[config.mk]
export PLATFORM = sky130hd
export DESIGN_NAME = biquad_coeff_smoother
export DESIGN_NICKNAME = d
export VERILOG_FILES = /design/src/rtl/biquad_coeff_smoother.sv
export SDC_FILE = /design/constraint.sdc
export NUM_CORES = 1
export LEC_CHECK = 0
export ABC_CLOCK_PERIOD_IN_PS = 14500
export CAP_MARGIN = 20
export CORE_AREA = 2 2 197 180
export CTS_CLUSTER_SIZE = 24
export DETAILED_ROUTE_END_ITERATION = 10
export DIE_AREA = 0 0 199 182
export PLACE_DENSITY = 0.71
export SLEW_MARGIN = 20
export SYNTH_ARGS = -nofsm -noshare
export SYNTH_HDL_FRONTEND = slang
export SYNTH_SLANG_ARGS = --single-unit
export TNS_END_PERCENT = 20
[constraint.sdc]
create_clock -name bclk -period 14.5 [get_ports bclk]
set_input_delay 3.625 -clock bclk [delete_from_list [all_inputs] [get_ports bclk]]
set_output_delay 3.625 -clock bclk [all_outputs]
set_load 0.05 [all_outputs]
[src/rtl/biquad_coeff_smoother.sv]
// biquad_coeff_smoother
//
// Coefficient stage in front of `biquad`. It holds target values for a0, a1,
// a2, b1 and b2 and moves the live coefficients toward them with a one-pole
// step once per audio frame, so filter setting changes do not cause zipper
// noise.
//
// Per frame:
//   - On the bclk edge that sees lrclk rise while IDLE, all five live outputs
//     take the shadow (next) values together. `settled` is updated on the
//     same edge.
//   - During the following 5 cycles (UPD) one shadow value per cycle moves a
//     step toward its target, in the order a0, a1, a2, b1, b2.
//
// Ports:
//   bclk        only clock, rising edge
//   rst         asynchronous active-high reset
//   lrclk       frame clock, sampled on bclk
//   load_valid  target load request
//   load_ready  high while IDLE (combinational)
//   load_snap   qualifies a load: shadow jumps straight to the targets
//   t_a0..t_b2  signed target coefficients
//   a0..b2      signed live coefficients, wired to `biquad`
//   settled     high when every live coefficient equals its target

module biquad_coeff_smoother #(
    parameter int BITSIZE    = 16,
    parameter int STEP_SHIFT = 4
) (
    input  logic               bclk,
    input  logic               rst,
    input  logic               lrclk,
    input  logic               load_valid,
    output logic               load_ready,
    input  logic               load_snap,
    input  logic [BITSIZE-1:0] t_a0,
    input  logic [BITSIZE-1:0] t_a1,
    input  logic [BITSIZE-1:0] t_a2,
    input  logic [BITSIZE-1:0] t_b1,
    input  logic [BITSIZE-1:0] t_b2,
    output logic [BITSIZE-1:0] a0,
    output logic [BITSIZE-1:0] a1,
    output logic [BITSIZE-1:0] a2,
    output logic [BITSIZE-1:0] b1,
    output logic [BITSIZE-1:0] b2,
    output logic               settled
);

    typedef enum logic {
        IDLE = 1'b0,
        UPD  = 1'b1
    } state_t;

    localparam logic [2:0] LAST_IDX = 3'd4;

    state_t             state_q, state_d;
    logic [2:0]         idx_q, idx_d;
    logic               lrclk_q, lrclk_d;
    logic               settled_q, settled_d;
    logic [BITSIZE-1:0] tgt_q [5];
    logic [BITSIZE-1:0] tgt_d [5];
    logic [BITSIZE-1:0] shd_q [5];
    logic [BITSIZE-1:0] shd_d [5];
    logic [BITSIZE-1:0] out_q [5];
    logic [BITSIZE-1:0] out_d [5];
    logic [BITSIZE-1:0] t_in  [5];
    logic               rise_s;
    logic               all_eq_s;

    // One glide step. The difference needs one extra bit so that full-scale
    // moves (e.g. 32767 -> -32768) do not wrap. When the shifted step
    // vanishes but a difference remains, a +/-1 nudge guarantees the value
    // still reaches its target exactly. |step| <= |diff| so the sum cannot
    // overshoot and always fits back in BITSIZE bits.
    function automatic logic [BITSIZE-1:0] glide(input logic [BITSIZE-1:0] cur,
                                                 input logic [BITSIZE-1:0] tgt);
        logic signed [BITSIZE:0] diff;
        logic signed [BITSIZE:0] shifted;
        logic signed [BITSIZE:0] nudge;
        logic signed [BITSIZE:0] step;
        diff    = $signed({tgt[BITSIZE-1], tgt}) - $signed({cur[BITSIZE-1], cur});
        shifted = diff >>> STEP_SHIFT;
        nudge   = diff[BITSIZE] ? {(BITSIZE+1){1'b1}} : {{BITSIZE{1'b0}}, 1'b1};
        step    = ((shifted == '0) && (diff != '0)) ? nudge : shifted;
        glide   = cur + step[BITSIZE-1:0];
    endfunction

    assign t_in[0] = t_a0;
    assign t_in[1] = t_a1;
    assign t_in[2] = t_a2;
    assign t_in[3] = t_b1;
    assign t_in[4] = t_b2;

    assign a0      = out_q[0];
    assign a1      = out_q[1];
    assign a2      = out_q[2];
    assign b1      = out_q[3];
    assign b2      = out_q[4];
    assign settled = settled_q;

    assign load_ready = (state_q == IDLE);
    assign rise_s     = lrclk & ~lrclk_q;

    // Shadow-equals-target check used when a commit samples `settled`.
    always_comb begin
        all_eq_s = 1'b1;
        for (int i = 0; i < 5; i++) begin
            if (shd_q[i] != tgt_q[i]) begin
                all_eq_s = 1'b0;
            end else begin
                all_eq_s = all_eq_s;
            end
        end
    end

    // Next-state logic: commit on frame rise, shadow update pass, target load.
    always_comb begin
        state_d   = state_q;
        idx_d     = idx_q;
        lrclk_d   = lrclk;
        settled_d = settled_q;
        for (int i = 0; i < 5; i++) begin
            tgt_d[i] = tgt_q[i];
            shd_d[i] = shd_q[i];
            out_d[i] = out_q[i];
        end

        case (state_q)
            IDLE: begin
                // Commit uses the shadow as it stands before this edge, even
                // if a snap load is landing on the same edge.
                if (rise_s) begin
                    for (int i = 0; i < 5; i++) begin
                        out_d[i] = shd_q[i];
                    end
                    settled_d = all_eq_s;
                    state_d   = UPD;
                    idx_d     = 3'd0;
                end else begin
                    state_d   = IDLE;
                end
                if (load_valid) begin
                    for (int i = 0; i < 5; i++) begin
                        tgt_d[i] = t_in[i];
                        shd_d[i] = load_snap ? t_in[i] : shd_q[i];
                    end
                end else begin
                    idx_d = idx_d;
                end
            end
            UPD: begin
                for (int i = 0; i < 5; i++) begin
                    if (idx_q == 3'(i)) begin
                        shd_d[i] = glide(shd_q[i], tgt_q[i]);
                    end else begin
                        shd_d[i] = shd_q[i];
                    end
                end
                if (idx_q >= LAST_IDX) begin
                    state_d = IDLE;
                    idx_d   = 3'd0;
                end else begin
                    idx_d   = idx_q + 3'd1;
                end
            end
            default: begin
                state_d = IDLE;
                idx_d   = 3'd0;
            end
        endcase
    end

    // State registers with asynchronous reset.
    always_ff @(posedge bclk or posedge rst) begin
        if (rst) begin
            state_q   <= IDLE;
            idx_q     <= 3'd0;
            lrclk_q   <= 1'b0;
            settled_q <= 1'b1;
            for (int i = 0; i < 5; i++) begin
                tgt_q[i] <= '0;
                shd_q[i] <= '0;
                out_q[i] <= '0;
            end
        end else begin
            state_q   <= state_d;
            idx_q     <= idx_d;
            lrclk_q   <= lrclk_d;
            settled_q <= settled_d;
            for (int i = 0; i < 5; i++) begin
                tgt_q[i] <= tgt_d[i];
                shd_q[i] <= shd_d[i];
                out_q[i] <= out_d[i];
            end
        end
    end

endmodule

==> out/results.ini <==
[timing]
fmax_mhz=153
grt_setup_unrepaired=false
worstMarginPinSlew_ps=1070
tns_ps=0
timing.final.hold_violations=0
period_share_pct=45.1
finalCriticalPeriod_ps=6530
slew_violations=0
max_slew_margin_pct=28.4
skew_ps=13.0
setup_viol=0

[synth]
yosysSeqAreaShare_pct=36.5
syn_area_um2=16900
syn_nets=2104
synthTopCellsByCount=dfrtp_1 (245), nand2_1 (208), o21ai_0 (206)
synth_most_common_cell=dfrtp_1
async_flop_share_pct=100
synth-edff-count=0
synth_area_leaders=dfrtp_1 (36%), ha_1 (12%), o21ai_0 (6.1%)
ys_seq_elements=246
synthCells=1841
yosys_warnings=0
synth_top_area_cell=dfrtp_1
ys.flop_type=dfrtp_1
synth_top_area_share_pct=36.3
syn_avg_cell_area_um2=9.17
yosysUniqueCellTypes=76

[job]
cap_viol_max_count=0

[critical_path]
rr_startpoint=shd_q[65]$_DFFE_PP0P_
cp-start-kind=flip-flop
reg2reg_to=shd_q[78]$_DFFE_PP0P_
regToRegSetupSlack_ps=8310
cp_slowest_cell=clkdlybuf4s50_1
cp_max_fo=50
r2r_cells=22
cp_slowest_stage_delay_ps=930
worstSetupPathType=flip-flop to output port
end_kind=output port
worstPathArrival_ps=2910
crit_chain=inv_2 > buf_4 > clkdlybuf4s50_1
crit_required_ps=10880

[outcome]
status=finished clean

[layout]
fillerInstances=3004
layout.nets=2249
drive_gt1_share_pct=7.73
syn_to_final_growth_pct=17.5
num_antenna_cells=0
final_core_util_pct=57.7

[global_routing]
grt_max_degree=119
grt_first_pass_wirelength_um=71000
gr-total-overflow=0
antenna_found_initial=0
grt_pass1_vias=13300
grtUsageTotal_pct=24.5

[cts]
hold_buffers=0
cts_max_path_buffers=3
cts_tree=done
cts.sinks=246
cts.clk_slew.worst_paths_ps=60
cts_setup_buffers=0
cts_root_buf=clkbuf_16
cts-htree-levels=1
numCtsBuffers=27
cts.repair.resized=0
insertion_delay_ps=540

[detailed_routing]
drc=0
wirelength_um=44800
drt_first_pass_iters=5
drt_iter0_drc=1104
ant_nets=0
wl_per_cell_um=18.1
vias=14000
viasPerCell=5.65

[placed_design]
hpwl_um=33600
io_buffers=166
gp_congestion=0.917

[floorplanning]
die_w_um=199
initial_core_util_pct=49.1
core-area_um2=34400
die-height_um=182
dieArea_um2=36200
rows=65
io_pins=167

[worst_hold_path]
hp-start=a2[12]$_DFFE_PP0P_
holdPathStages=2
worstHoldPathType=flip-flop to flip-flop
holdPathEnd=a2[12]$_DFFE_PP0P_

cells by family (layout without fill, tap and decap cells):
family,after synthesis,after routing,share of synthesized area (%)
flip-flops,246,246,36.5
AO/OA/AOI/OAI,537,537,19.3
multiplexers,117,117,7.50
adder cells (fa/ha/maj),178,178,13.6
XOR/XNOR,123,123,6.38
buffers and inverters,178,341,3.96
AND/OR/NAND/NOR,462,462,12.7
sequential cells by signal, summed over array words and instances, names as in the netlist, 3 cells and up:
signal and count:
b1 16, a2 16, shd_q 80, idx_q 3
a1 16, a0 16, tgt_q 80, b2 16
worst max-delay path, delay by kind of cell (launching register included):
kind | cells | cell delay (ps)
buffers and inverters | 3 | 1600
flip-flops | 1 | 710
cell type report:
class	instances	area (um^2)	area share (%)
multi-input combinational	1417	10100	50.8
sequential	246	6160	31.1
timing repair buffer	173	1720	8.66
clock buffer	36	769	3.88
tap	469	587	2.96
inverter	121	462	2.33
clock inverter	11	61.3	0.309
per-stage QoR:
step | setup WS, ps | hold WS [ps] | area, um^2 | std cells
floorplan | 4120 | 478 | 16900 | 1841
global placement | 7690 | 461 | 19000 | 2426
detailed placement | 7590 | 469 | 19000 | 2426
CTS | 7930 | 482 | 19800 | 2473
global route | 7880 | 492 | 19800 | 2473
finish | 7970 | 474 | 19800 | 2473
how the worst max path moves through the flow:
stage          slack [ps]  depth (start not counted)               endpoint               from
3_5_place_dp         7590                          6  shd_q[79]$_DFFE_PP0P_         load_valid
2_1_floorplan        4120                          1      a0[0]$_DFFE_PP0P_                rst
3_3_place_gp         7690                          6  shd_q[79]$_DFFE_PP0P_         load_valid
4_1_cts              7930                          3             load_ready  state_q$_DFF_PP0_
5_1_grt              7880                          3             load_ready  state_q$_DFF_PP0_
6_report             7970                          3             load_ready  state_q$_DFF_PP0_
per-layer routing:
layer / routed length [um] / global-route usage (%) / vias up / share of wire (%)
met1: 21600 / 36.3 / 6678 / 48
met3: 2370 / 3.14 / 49 / 5.3
met5: 0 / 0 / - / 0
li1: - / - / 6875 / -
met4: 799 / 4.99 / 0 / 1.8
met2: 20000 / 38.5 / 375 / 45
layout by cell type, fill, tap and decap left out, drive strengths merged, types with 5 or more instances in the layout:
cell,netlist,final
dfrtp,245,245
o21ai,211,211
nand2,208,208
ha,168,168
clkdlybuf4s50,0,166
a21oi,138,138
inv,121,122
xnor2,88,88
nor2,82,82
mux2,76,76
mux2i,41,41
a21o,40,40
clkbuf,46,36
xor2,35,35
nand3,26,26
nor3,22,22
nand4,20,20
nand2b,19,19
nor2b,19,19
o21bai,17,17
o21a,17,17
and3,17,17
or4,15,15
a31oi,14,14
a22oi,13,13
o211ai,12,12
fa,10,10
a211oi,9,9
and2,9,9
clkinv,0,9
o41ai,9,9
or3,7,7
buf,11,7
o31ai,6,6
o22ai,6,6
nor4,5,5
or2,5,5
Power is left out: the tool's default activity adds up to more than one toggle a clock period on the data nets, which glitch-free logic cannot reach.
